$ cat config.mk
export PLATFORM = sky130hd
export DESIGN_NAME = alu_bist
export DESIGN_NICKNAME = d
export VERILOG_FILES = /design/src/rtl/alu_bist.sv
export SDC_FILE = /design/constraint.sdc
export NUM_CORES = 1
export LEC_CHECK = 0
export ABC_AREA = 0
export CAP_MARGIN = 5
export CORE_MARGIN = 1
export CORE_UTILIZATION = 45
export CTS_CLUSTER_SIZE = 24
export DETAILED_ROUTE_END_ITERATION = 8
export PLACE_DENSITY = 0.7
export SLEW_MARGIN = 20
export SYNTH_ARGS = -nofsm -noshare
export SYNTH_HDL_FRONTEND = slang
export SYNTH_SLANG_ARGS = --single-unit
$ cat constraint.sdc
create_clock -name clk -period 5.54 [get_ports clk]
set_input_delay 1.662 -clock clk [delete_from_list [all_inputs] [get_ports clk]]
set_output_delay 1.662 -clock clk [all_outputs]
set_load 0.1 [all_outputs]
$ cat src/rtl/alu_bist.sv
// ---------------------------------------------------------------------------
// alu_bist -- built-in self-test sequencer for the 4-bit combinational ALU.
//
// Drives pseudo-random operand pairs from an 8-bit LFSR and walks the select
// code with the vector index. It samples the ALU result SETTLE cycles after
// driving and compares it with an internal golden model. It reports a
// one-cycle done pulse, a pass flag and a saturating mismatch count.
//
// Parameters:
//   NUM_VECTORS  vectors per run (1..1024)
//   SETTLE       cycles between driving operands and sampling (1..15)
//   SEED         nonzero LFSR load value
//
// Ports:
//   clk          clock, rising edge
//   rst_n        asynchronous active-low reset
//   start        run request, honoured only while idle
//   alu_a/alu_b  registered operands to the ALU
//   alu_sel      registered operation select to the ALU
//   alu_result   ALU result under test
//   busy         run in progress (start accepted .. DONE left)
//   done         one-cycle end-of-run pulse
//   pass         last run had zero mismatches (valid from done onward)
//   err_count    mismatch count, saturating at 255
//
// Optional feature (macro ALU_BIST_FAIL_CAPTURE_EN):
//   fail_valid, fail_a, fail_b, fail_sel, fail_result hold the first
//   mismatching vector of a run together with the received result.
// ---------------------------------------------------------------------------
`timescale 1ns/1ps

module alu_bist #(
   parameter int unsigned NUM_VECTORS = 64,
   parameter int unsigned SETTLE      = 1,
   parameter logic [7:0]  SEED        = 8'hA5
) (
   input  logic       clk,
   input  logic       rst_n,
   input  logic       start,
   output logic [3:0] alu_a,
   output logic [3:0] alu_b,
   output logic [2:0] alu_sel,
   input  logic [3:0] alu_result,
   output logic       busy,
   output logic       done,
   output logic       pass,
   output logic [7:0] err_count
`ifdef ALU_BIST_FAIL_CAPTURE_EN
   ,
   output logic       fail_valid,
   output logic [3:0] fail_a,
   output logic [3:0] fail_b,
   output logic [2:0] fail_sel,
   output logic [3:0] fail_result
`endif
);

   localparam logic [9:0] LAST_IDX  = 10'(NUM_VECTORS - 1);
   localparam logic [3:0] SETTLE_LD = 4'(SETTLE);

   typedef enum logic [2:0] {
      S_IDLE,
      S_DRIVE,
      S_WAIT,
      S_CHECK,
      S_DONE
   } state_t;

   state_t     r_state;
   logic [7:0] r_lfsr;
   logic [9:0] r_idx;
   logic [3:0] r_settle;
   logic [3:0] r_alu_a;
   logic [3:0] r_alu_b;
   logic [2:0] r_alu_sel;
   logic       r_busy;
   logic       r_done;
   logic       r_pass;
   logic [7:0] r_err;

`ifdef ALU_BIST_FAIL_CAPTURE_EN
   logic       r_fail_valid;
   logic [3:0] r_fail_a;
   logic [3:0] r_fail_b;
   logic [2:0] r_fail_sel;
   logic [3:0] r_fail_result;
`endif

   logic [3:0] w_gold;
   logic       w_mismatch;
   logic [7:0] w_err_next;
   logic [7:0] w_lfsr_next;

   // Golden result from the registered operands the ALU is currently seeing.
   always_comb begin
      w_gold = '0;
      case (r_alu_sel)
         3'd0:    w_gold = r_alu_a + r_alu_b;
         3'd1:    w_gold = r_alu_a - r_alu_b;
         3'd2:    w_gold = r_alu_a & r_alu_b;
         3'd3:    w_gold = r_alu_a | r_alu_b;
         3'd4:    w_gold = ~r_alu_a;
         default: w_gold = '0;
      endcase
   end

   assign w_mismatch  = (alu_result != w_gold);
   // Count saturates at 255 so a badly broken ALU cannot wrap back to "pass".
   assign w_err_next  = (w_mismatch && (r_err != 8'hFF)) ? r_err + 8'd1 : r_err;
   assign w_lfsr_next = {r_lfsr[6:0], r_lfsr[7] ^ r_lfsr[5] ^ r_lfsr[4] ^ r_lfsr[3]};

   always_ff @(posedge clk or negedge rst_n) begin
      if (!rst_n) begin
         r_state   <= S_IDLE;
         r_lfsr    <= SEED;
         r_idx     <= '0;
         r_settle  <= '0;
         r_alu_a   <= '0;
         r_alu_b   <= '0;
         r_alu_sel <= '0;
         r_busy    <= 1'b0;
         r_done    <= 1'b0;
         r_pass    <= 1'b0;
         r_err     <= '0;
`ifdef ALU_BIST_FAIL_CAPTURE_EN
         r_fail_valid  <= 1'b0;
         r_fail_a      <= '0;
         r_fail_b      <= '0;
         r_fail_sel    <= '0;
         r_fail_result <= '0;
`endif
      end else begin
         r_done <= 1'b0;
         case (r_state)
            S_IDLE: begin
               r_alu_a   <= '0;
               r_alu_b   <= '0;
               r_alu_sel <= '0;
               if (start) begin
                  r_lfsr  <= SEED;
                  r_idx   <= '0;
                  r_err   <= '0;
                  r_pass  <= 1'b0;
                  r_busy  <= 1'b1;
`ifdef ALU_BIST_FAIL_CAPTURE_EN
                  r_fail_valid  <= 1'b0;
                  r_fail_a      <= '0;
                  r_fail_b      <= '0;
                  r_fail_sel    <= '0;
                  r_fail_result <= '0;
`endif
                  r_state <= S_DRIVE;
               end
            end
            S_DRIVE: begin
               r_alu_a   <= r_lfsr[7:4];
               r_alu_b   <= r_lfsr[3:0];
               r_alu_sel <= r_idx[2:0];
               r_settle  <= SETTLE_LD;
               r_state   <= S_WAIT;
            end
            S_WAIT: begin
               // Leaving on the count of 1 gives exactly SETTLE wait cycles.
               r_settle <= r_settle - 4'd1;
               if (r_settle <= 4'd1) begin
                  r_state <= S_CHECK;
               end
            end
            S_CHECK: begin
               r_err <= w_err_next;
`ifdef ALU_BIST_FAIL_CAPTURE_EN
               if (w_mismatch && !r_fail_valid) begin
                  r_fail_valid  <= 1'b1;
                  r_fail_a      <= r_alu_a;
                  r_fail_b      <= r_alu_b;
                  r_fail_sel    <= r_alu_sel;
                  r_fail_result <= alu_result;
               end
`endif
               if (r_idx == LAST_IDX) begin
                  // Use the post-update count so the final vector is included.
                  r_pass  <= (w_err_next == '0);
                  r_done  <= 1'b1;
                  r_state <= S_DONE;
               end else begin
                  r_idx   <= r_idx + 10'd1;
                  r_lfsr  <= w_lfsr_next;
                  r_state <= S_DRIVE;
               end
            end
            S_DONE: begin
               r_busy    <= 1'b0;
               r_alu_a   <= '0;
               r_alu_b   <= '0;
               r_alu_sel <= '0;
               r_state   <= S_IDLE;
            end
            default: r_state <= S_IDLE;
         endcase
      end
   end

   assign alu_a     = r_alu_a;
   assign alu_b     = r_alu_b;
   assign alu_sel   = r_alu_sel;
   assign busy      = r_busy;
   assign done      = r_done;
   assign pass      = r_pass;
   assign err_count = r_err;

`ifdef ALU_BIST_FAIL_CAPTURE_EN
   assign fail_valid  = r_fail_valid;
   assign fail_a      = r_fail_a;
   assign fail_b      = r_fail_b;
   assign fail_sel    = r_fail_sel;
   assign fail_result = r_fail_result;
`endif

endmodule

# --- After elaboration in Yosys (flattened, before gate mapping) ---
# Cells that the tools add are included.
op_classes:
  add_sub_neg: 5
  magnitude_cmp: 1
  n_eq_ne: 15
  mux: 25
  bitwise_logic: 6
  reduce_logical: 14
op_table:
  columns: ["operator", "n"]
  rows:
  - ["$mux W8", 4]
  - ["$pmux W8 S2", 2]
  - ["$pmux W4 S2", 3]
  - ["$mux W10", 2]
  - ["$pmux W10 S2", 1]
  - ["$pmux W4 S5", 1]
  - ["$eq A3 B2 Y1 const B", 4]
  - ["$pmux W3 S4", 1]
  - ["$add A10 B1 Y10 const B", 1]
  - ["$eq A10 B6 Y1 const B", 1]
  - ["$mux W3", 3]
  - ["$add A8 B1 Y8 const B", 1]
  - ["$logic_not A8 Y1", 1]
  - ["$ne A2 B2 Y1 const B", 4]
  - ["$ne A8 B8 Y1 const B", 1]
  - ["$reduce_bool A2 Y1", 4]
  - ["$eq A3 B1 Y1 const B", 2]
  - ["$eq A3 B3 Y1 const B", 2]
  - ["$logic_not A3 Y1", 2]
  - ["$pmux W3 S2", 1]
  - ["$reduce_and A2 Y1", 3]
  - ["$reduce_and A3 Y1", 2]
  - ["$mux W1", 5]
  - ["$add A4 B4 Y4", 1]
  - ["other kinds (11)", 14]
totals:
  reg_bits: 47
  input_bits: 7
  output_inout_bits: 22
  elab_cells: 77

# --- Longest topological paths before layout ---
# Gate-level depths: netlist of the first run.
logic_depth:
  depth_word: 8
  mapped_depth: 17
  mapped_depth_nobuf: 15

# --- Least setup slack after synthesis of the first run ---
# Ideal clock, no wire load.
synth_path:
  path_type: "reg2reg"
  from: "register r_alu_sel[2] (netlist: alu_sel[2])"
  to: "register r_pass (netlist: pass)"
  setup_ns: 0.079
  arrival_ns: 3.990
  required_time_ns: 5.461
  slack_ns: 1.471
  stages_incl_launch_ff: 15
  path_cell_list: "dfrtp_1 -> buf_2 -> nor2_1 -> a21oi_1 -> xnor2_1 -> ha_1 -> xor2_1 -> xnor2_1 -> a221o_1 -> nor4b_4 -> o21ai_4 -> a2111oi_4 -> a21oi_1 -> or4b_1 -> mux2i_1"
synth_via:
  elab_chain_cells: 8
  word_cells_on_any_way: 12
synth_lines:
  columns: ["element", "line", "rtl"]
  rows:
  - ["start, declared", "75", "logic [2:0] r_alu_sel;"]
  - ["start signal, assigned", "158", "r_alu_sel <= r_idx[2:0];"]
  - ["$eq A3 B3 Y1, or another cell as far along", "97", "case (r_alu_sel)"]
  - ["$pmux W4 S5 (*)", "97", null]
  - ["$ne A4 B4 Y1 (*)", "107", "assign w_mismatch = (alu_result != w_gold);"]
  - ["$logic_and A1 B1 Y1 (*)", "109", "assign w_err_next = (w_mismatch && (r_err != 8'hFF)) ? r_err + 8'd1 : r_err;"]
  - ["$mux W8 (*)", "109", null]
  - ["$logic_not A8 Y1 (*)", "182", "r_pass <= (w_err_next == '0);"]
  - ["$mux W1 (*)", "180", "if (r_idx == LAST_IDX) begin"]
  - ["$pmux W1 S2 (*)", "134", "case (r_state)"]
  - ["end signal, assigned", "182", null]
  - ["end, declared", "78", "logic r_pass;"]
# Every way passes the cells marked *; elsewhere a longest branch is shown, timed or not. The select of a mux whose other input is x is not followed.
# A chain may end at the register's enable or synchronous reset.

# --- Worst setup path in the final report of the first run ---
layout_path:
  from: "input alu_result[2]"
  to: "register r_pass (netlist: pass)"
layout_via:
  elab_chain_cells: 6
layout_lines:
  columns: ["element", "line", "rtl"]
  rows:
  - ["start, declared", "43", "input logic [3:0] alu_result,"]
  - ["$ne A4 B4 Y1", "107", null]
  - ["$logic_and A1 B1 Y1", "109", null]
  - ["$mux W8", "109", null]
  - ["$logic_not A8 Y1", "182", null]
  - ["$mux W1", "180", null]
  - ["$pmux W1 S2", "134", null]
# Every way passes these cells. The select of a mux whose other input is x is not followed.

==> results of run 1 <==
[logic make-up (layout without fill, tap and decap cells)]
group                      count (synthesis)  count (layout)
adders and majority gates                 14              14
xor gates and xnor gates                  17              17
AOI/OAI and AO/OA                         84              84
muxes                                      8               8
and+or+nand+nor                          125             125
buffers and inverters                     26              47
DFF                                       47              47
[critical path, stage by stage]
cell,delay [ns]
clkdlybuf4s50_1,0.55
xor2_1,0.19
xnor2_1,0.08
a221o_1,0.38
nor4b_4,0.31
o21ai_4,0.17
a2111oi_4,0.36
a21oi_1,0.07
or4b_1,0.48
mux2i_1,0.14
[cell type report]
type                            count  area share, %
Multi-Input combinational cell    248           48.9
Sequential cell                    47           35.8
Timing Repair Buffer               28           8.42
Tap cell                           75           2.85
Clock buffer                        7           2.62
Inverter                           11           1.25
Clock inverter                      1          0.152
[metrics by stage]
stage | setup slack [ns] | util (%) | power [mW] | instances | hold WS [ns]
after floorplan | 1.47 | - | 1.67 | 321 | 0.462
after global placement | 1.17 | 52.9 | 1.91 | 409 | 0.490
after detailed placement | 1.10 | 52.9 | 1.94 | 409 | 0.509
after CTS | 1.40 | 54.4 | 2.16 | 417 | 0.517
after global routing | 1.21 | 54.4 | 2.32 | 417 | 0.526
final | 1.37 | 54.4 | 2.15 | 417 | 0.508
[cells in the mapped netlist, types with 3 or more instances]
library cell  number  area [um^2]
o21ai_0           31          155
nor4_1             4         25.0
clkbuf_1           9         33.8
a21oi_1           14         70.1
xor2_1            11         96.3
o22ai_1            5         31.3
and2_1             3         18.8
nor2_1            22         82.6
inv_1             11         41.3
ha_1              10          125
nor3b_1            3         22.5
a22oi_1           12         90.1
a31oi_1            3         18.8
maj3_1             3         30.0
nor2b_1            3         18.8
nand4_1            6         37.5
nand2_1           40          150
nand3_1           15         75.1
xnor2_1            6         52.6
dfstp_2            4          105
dfrtp_1           43         1080
nor3_1             8         40.0
o21a_1             3         22.5
and3_1             9         56.3
mux2i_1            6         60.1
[routing by layer]
metal | routed length, um | vias up | part of all wire [%] | global-route usage [%]
li1 | - | 1200 | - | -
met1 | 3060 | 1194 | 48 | 28.3
met2 | 3030 | 51 | 48 | 34.0
met3 | 196 | 8 | 3.1 | 4.29
met4 | 86 | 0 | 1.3 | 6.49
met5 | 0 | - | 0 | 0
[worst paths after layout]
kind	endpoint	slack (ns)	cells after the start
worst max-delay path	pass	1.37	10
worst min-delay path	r_lfsr[1]	0.51	2
worst max register to register	pass	1.66	14
worst min register to register	r_lfsr[1]	0.51	2
max in group asynchronous	alu_sel[2]	3.80	1
min in group asynchronous	r_idx[4]	1.36	1
[power groups by stage]
stage	registers [mW]	logic [mW]	clock network, mW
6_report	0.626	1.31	0.214
5_1_grt	0.648	1.44	0.238
4_1_cts	0.624	1.31	0.220
3_5_place_dp	0.631	1.31	0
3_3_place_gp	0.626	1.28	0
2_1_floorplan	0.851	0.819	0
[sequential cells by signal, indices dropped and copies added, names as in the netlist, 3 cells and up]
signal     cells
r_settle       4
err_count      8
r_lfsr         8
r_idx         10
alu_sel        3
alu_a          4
alu_b          4
r_state        3
==> results.cfg, run 1 <==
[clock_tree]
clock_latency_ns = 0.30
clock-sinks = 47
root_buffer = clkbuf_8
cts_tree = built
cts_hold_buf = 0
cts_buffers = 5
postCtsResizedCells = 0
htreeDepth = 2
path_clk_slew_ns = 0.09
cts.path.max_buffers = 2
postCtsSetupRepairBufs = 0

[critical_path]
r2r-start = alu_sel[2]
path_max_fanout = 9
crit_type = in -> reg
cp-start-kind = input pin
cp_data_required_time_ns = 5.77
crit_start = alu_result[2]
critPathArrivalTime_ns = 4.40
endpoint_kind = flop

[layout]
regArea_um2 = 1180
diodes = 0
nFillCells = 549
multi_input_area_um2 = 1610
drive_above_1_share_pct = 6.73
syn_to_final_growth_pct = 13.8
layout_commonest_cell = dfrtp_1
final_cell_mix = dfrtp_1, nand2_1, o21ai_0, clkdlybuf4s50_1, nor2_1
post-route-cell-area_um2 = 3300
layout.nets = 359

[die]
ios = 29
rows = 28
start_util_pct = 47.8
fp.coreArea_um2 = 6060
die_h_um = 82.3
fp.dieArea_um2 = 6770
dieWidth_um = 82.3

[pwr]
p_per_area_nw_per_um2 = 653
p_leak_nw = 1.43
power.share.clock_pct = 9.9
vdd_ir_drop_max_mv = 0.533
intPower_mw = 1.03
power.share.sequential_pct = 29.1
swShare_pct = 52.0
power_frac_comb_pct = 61.0
p_sw_mw = 1.12

[global_route]
grt_pass1_wl_um = 10700
grt_max_degree = 48
grt_pass1_vias = 2259
grt_remaining_overflow = 0
gr-usage-all-layers_pct = 21.0
antenna_found_initial = 0

[hold_path]
min_path_type = reg -> reg
hold_start = r_lfsr[0]

[logic_synthesis]
syn_area_um2 = 2900
ys_seq_elements = 47
synth_top_family_by_area = simple AND/OR/NAND/NOR gates
syn_area_per_cell_um2 = 9.03
synth_xor_area_share_pct = 5.14
synthDistinctLibCells = 55
synth_compound_gate_area_share_pct = 19.3
muxShareOfSynthArea_pct = 2.85
syn_nets = 339
synthArstFlopShare_pct = 100
synthSimpleGateAreaFrac_pct = 22.3
ys_seq_area_share_pct = 40.7
synth_flop_cell = dfrtp_1
synth-adder-area-share_pct = 6.04
netlist_instances = 321
ys_warn_count = 0
synth-edff-count = 0

[route]
drt_iter0_markers = 156
via_count = 2453
final_antenna_net_count = 0
wl_um = 6370
vias_per_cell = 5.88
wl_per_cell_um = 15.3
drcViolationCount = 0
dr.pass1.iters = 4

[sta]
setup_violations = 0
relSlewSlack_pct = 34.2
period_share_pct = 75.2
finClkSkew_ns = 0.00915
rsz0062_at_grt = false
fin_setup_tns_ns = 0
fin_crit_ns = 4.17
hold_viol = 0
max_freq_mhz = 240
report.final.slew_viol_count = 0
max_slew.worst_pin.slew_ns = 0.984

[placed_design]
routabilityCongestion = 0.855
io_buffers = 28
place_area_um2 = 3200
dpl.hpwl_um = 4550

[flow_run]
cap_violations = 0

[status]
status = completed
Note: power is estimated with default switching activity, not from simulation.
==> inputs of run 2 (changes only) <==
Clock period 5.54 ns to 3.9 ns, I/O delays scaled along.
==> results.cfg, run 2 (synthesized netlist as in run 1, its figures left out) <==
[clock_tree]
postCtsSetupRepairBufs = 0
clock_latency_ns = 0.31
cts_buffers = 5
clock-sinks = 47
path_clk_slew_ns = 0.09
htreeDepth = 2
cts_tree = built
cts.path.max_buffers = 2
root_buffer = clkbuf_8

[critical_path]
path_max_fanout = 9
path_buf_inv = 1
endpoint_kind = flop
critPathMaxStageDelay_ns = 0.52
r2r_slack_ns = 0.26
cp_cell_sequence = inv_1 -> ha_1 -> nand2_1 -> o21ai_0 -> fa_1 -> nor2_1 -> o21ai_0 -> a311oi_2 -> nor4b_4 -> o21ai_4 -> a2111oi_4 -> a21oi_1 -> or4b_1 -> mux2i_1
crit_family = compound AO/OA/AOI/OAI gates
crit_type = reg -> reg
r2r-start = alu_b[0]
critical_path.most_common_cell = o21ai_0
cp-start-kind = flop
critPathArrivalTime_ns = 3.87
cp_data_required_time_ns = 4.13
crit_slowest_cell = fa_1
r2r_end = pass
r2r_cells = 14

[route]
wl_met1_um = 2960
drcViolationCount = 0
dr.pass1.iters = 4
vias_per_cell = 5.82
wl_per_cell_um = 15.2
wl_met2_um = 3120
final_antenna_net_count = 0
routed.top_layer = met4
wl_um = 6440
met3_length_um = 240
via_count = 2463
drt_iter0_markers = 267

[global_route]
grt_remaining_overflow = 0
gr-usage-all-layers_pct = 21.4
antenna_found_initial = 0
grt_pass1_vias = 2281
grt_pass1_wl_um = 10900
grt_max_degree = 48

[die]
start_util_pct = 47.8
ios = 29
fp.dieArea_um2 = 6770
dieWidth_um = 82.3
die_h_um = 82.3
rows = 28
fp.coreArea_um2 = 6060

[placed_design]
dpl.hpwl_um = 4650
io_buffers = 28
routabilityCongestion = 0.823

[layout]
nFillCells = 552
layout.nets = 365
top_register = r_idx
drive_above_1_share_pct = 16.4
largest_reg_flops = 10
layout_commonest_cell = nand2_1
syn_to_final_growth_pct = 14.8
diodes = 0
final_cell_mix = nand2_1, dfrtp_1, o21ai_0, buf_4, nor2_1

[sta]
whs_ns = 0.500
report.final.slew_viol_count = 0
fin_setup_tns_ns = 0
rsz0062_at_grt = false
max_slew.worst_pin.slew_ns = 0.960
relSlewSlack_pct = 35.8
finClkSkew_ns = 0.00880
setup_violations = 0
max_freq_mhz = 275
hold_viol = 0
period_share_pct = 93.3
fin_crit_ns = 3.64

[pwr]
p_per_area_nw_per_um2 = 948
p_leak_nw = 1.50
vdd_ir_drop_max_mv = 0.646

[hold_path]
hold_start = r_lfsr[0]
min_path_type = reg -> reg
hold_depth = 2
hold_end = r_lfsr[1]

[status]
status = completed

[flow_run]
cap_violations = 0
==> run 2: final cells by class <==
class | instances | area [um^2] | share of cell area, %
clock buffers | 6 | 82.6 | 2.48
clock inverters | 2 | 35.0 | 1.05
inverters | 11 | 41.3 | 1.24
multi-input cells | 248 | 1620 | 48.6
flip-flops and latches | 47 | 1190 | 35.7
well taps | 75 | 93.8 | 2.82
repair buffers | 34 | 270 | 8.12
==> run 2: routing by layer <==
| layer | GRT usage (%) | up-vias |
|---|---|---|
| li1 | - | 1218 |
| met1 | 28.0 | 1191 |
| met2 | 35.8 | 45 |
| met3 | 3.41 | 9 |
| met4 | 7.37 | 0 |
| met5 | 0 | - |
==> run 2: stage by stage <==
| step | setup slack (ns) | power [mW] | cell area, um^2 | utilization (%) | std cells |
|---|---|---|---|---|---|
| after floorplan | 0.121 | 2.38 | 2910 | - | 321 |
| after global routing | 0.0589 | 3.40 | 3330 | 54.9 | 423 |
| after detailed placement | -0.0510 | 2.78 | 3200 | 52.8 | 415 |
| after global placement | 0.0719 | 2.73 | 3200 | 52.8 | 415 |
| final | 0.260 | 3.16 | 3330 | 54.9 | 423 |
| after CTS | 0.158 | 3.16 | 3320 | 54.8 | 423 |
==> run 2: worst max path at each step <==
stage / slack, ns / start / cells past startpoint / endpoint
finish: 0.26 / alu_b[0] / 14 / pass
global route: 0.06 / alu_b[0] / 14 / pass
CTS: 0.16 / alu_b[0] / 14 / pass
detailed placement: -0.05 / alu_result[2] / 10 / pass
global placement: 0.07 / alu_result[2] / 10 / pass
floorplan: 0.12 / alu_sel[2] / 14 / pass
==> run 2: repair_timing <==
| action | in CTS | in global routing |
|---|---|---|
| resized for setup | 0 | 1 |
| hold buffers | 0 | 0 |
| setup endpoints to repair | 0 | 1 |
==> run 2: power by group <==
| group | switching (mW) | internal [mW] | total [mW] |
|---|---|---|---|
| clock | 0.162 | 0.207 | 0.369 |
| combinational | 1.21 | 0.690 | 1.90 |
| sequential | 0.237 | 0.649 | 0.886 |
| total | 1.61 | 1.55 | 3.16 |
==> run 2: worst min-delay path, stage by stage, from the launching register on <==
cell     delay (ns)
dfstp_2        0.39
nand2_1        0.05
nand2_1        0.04
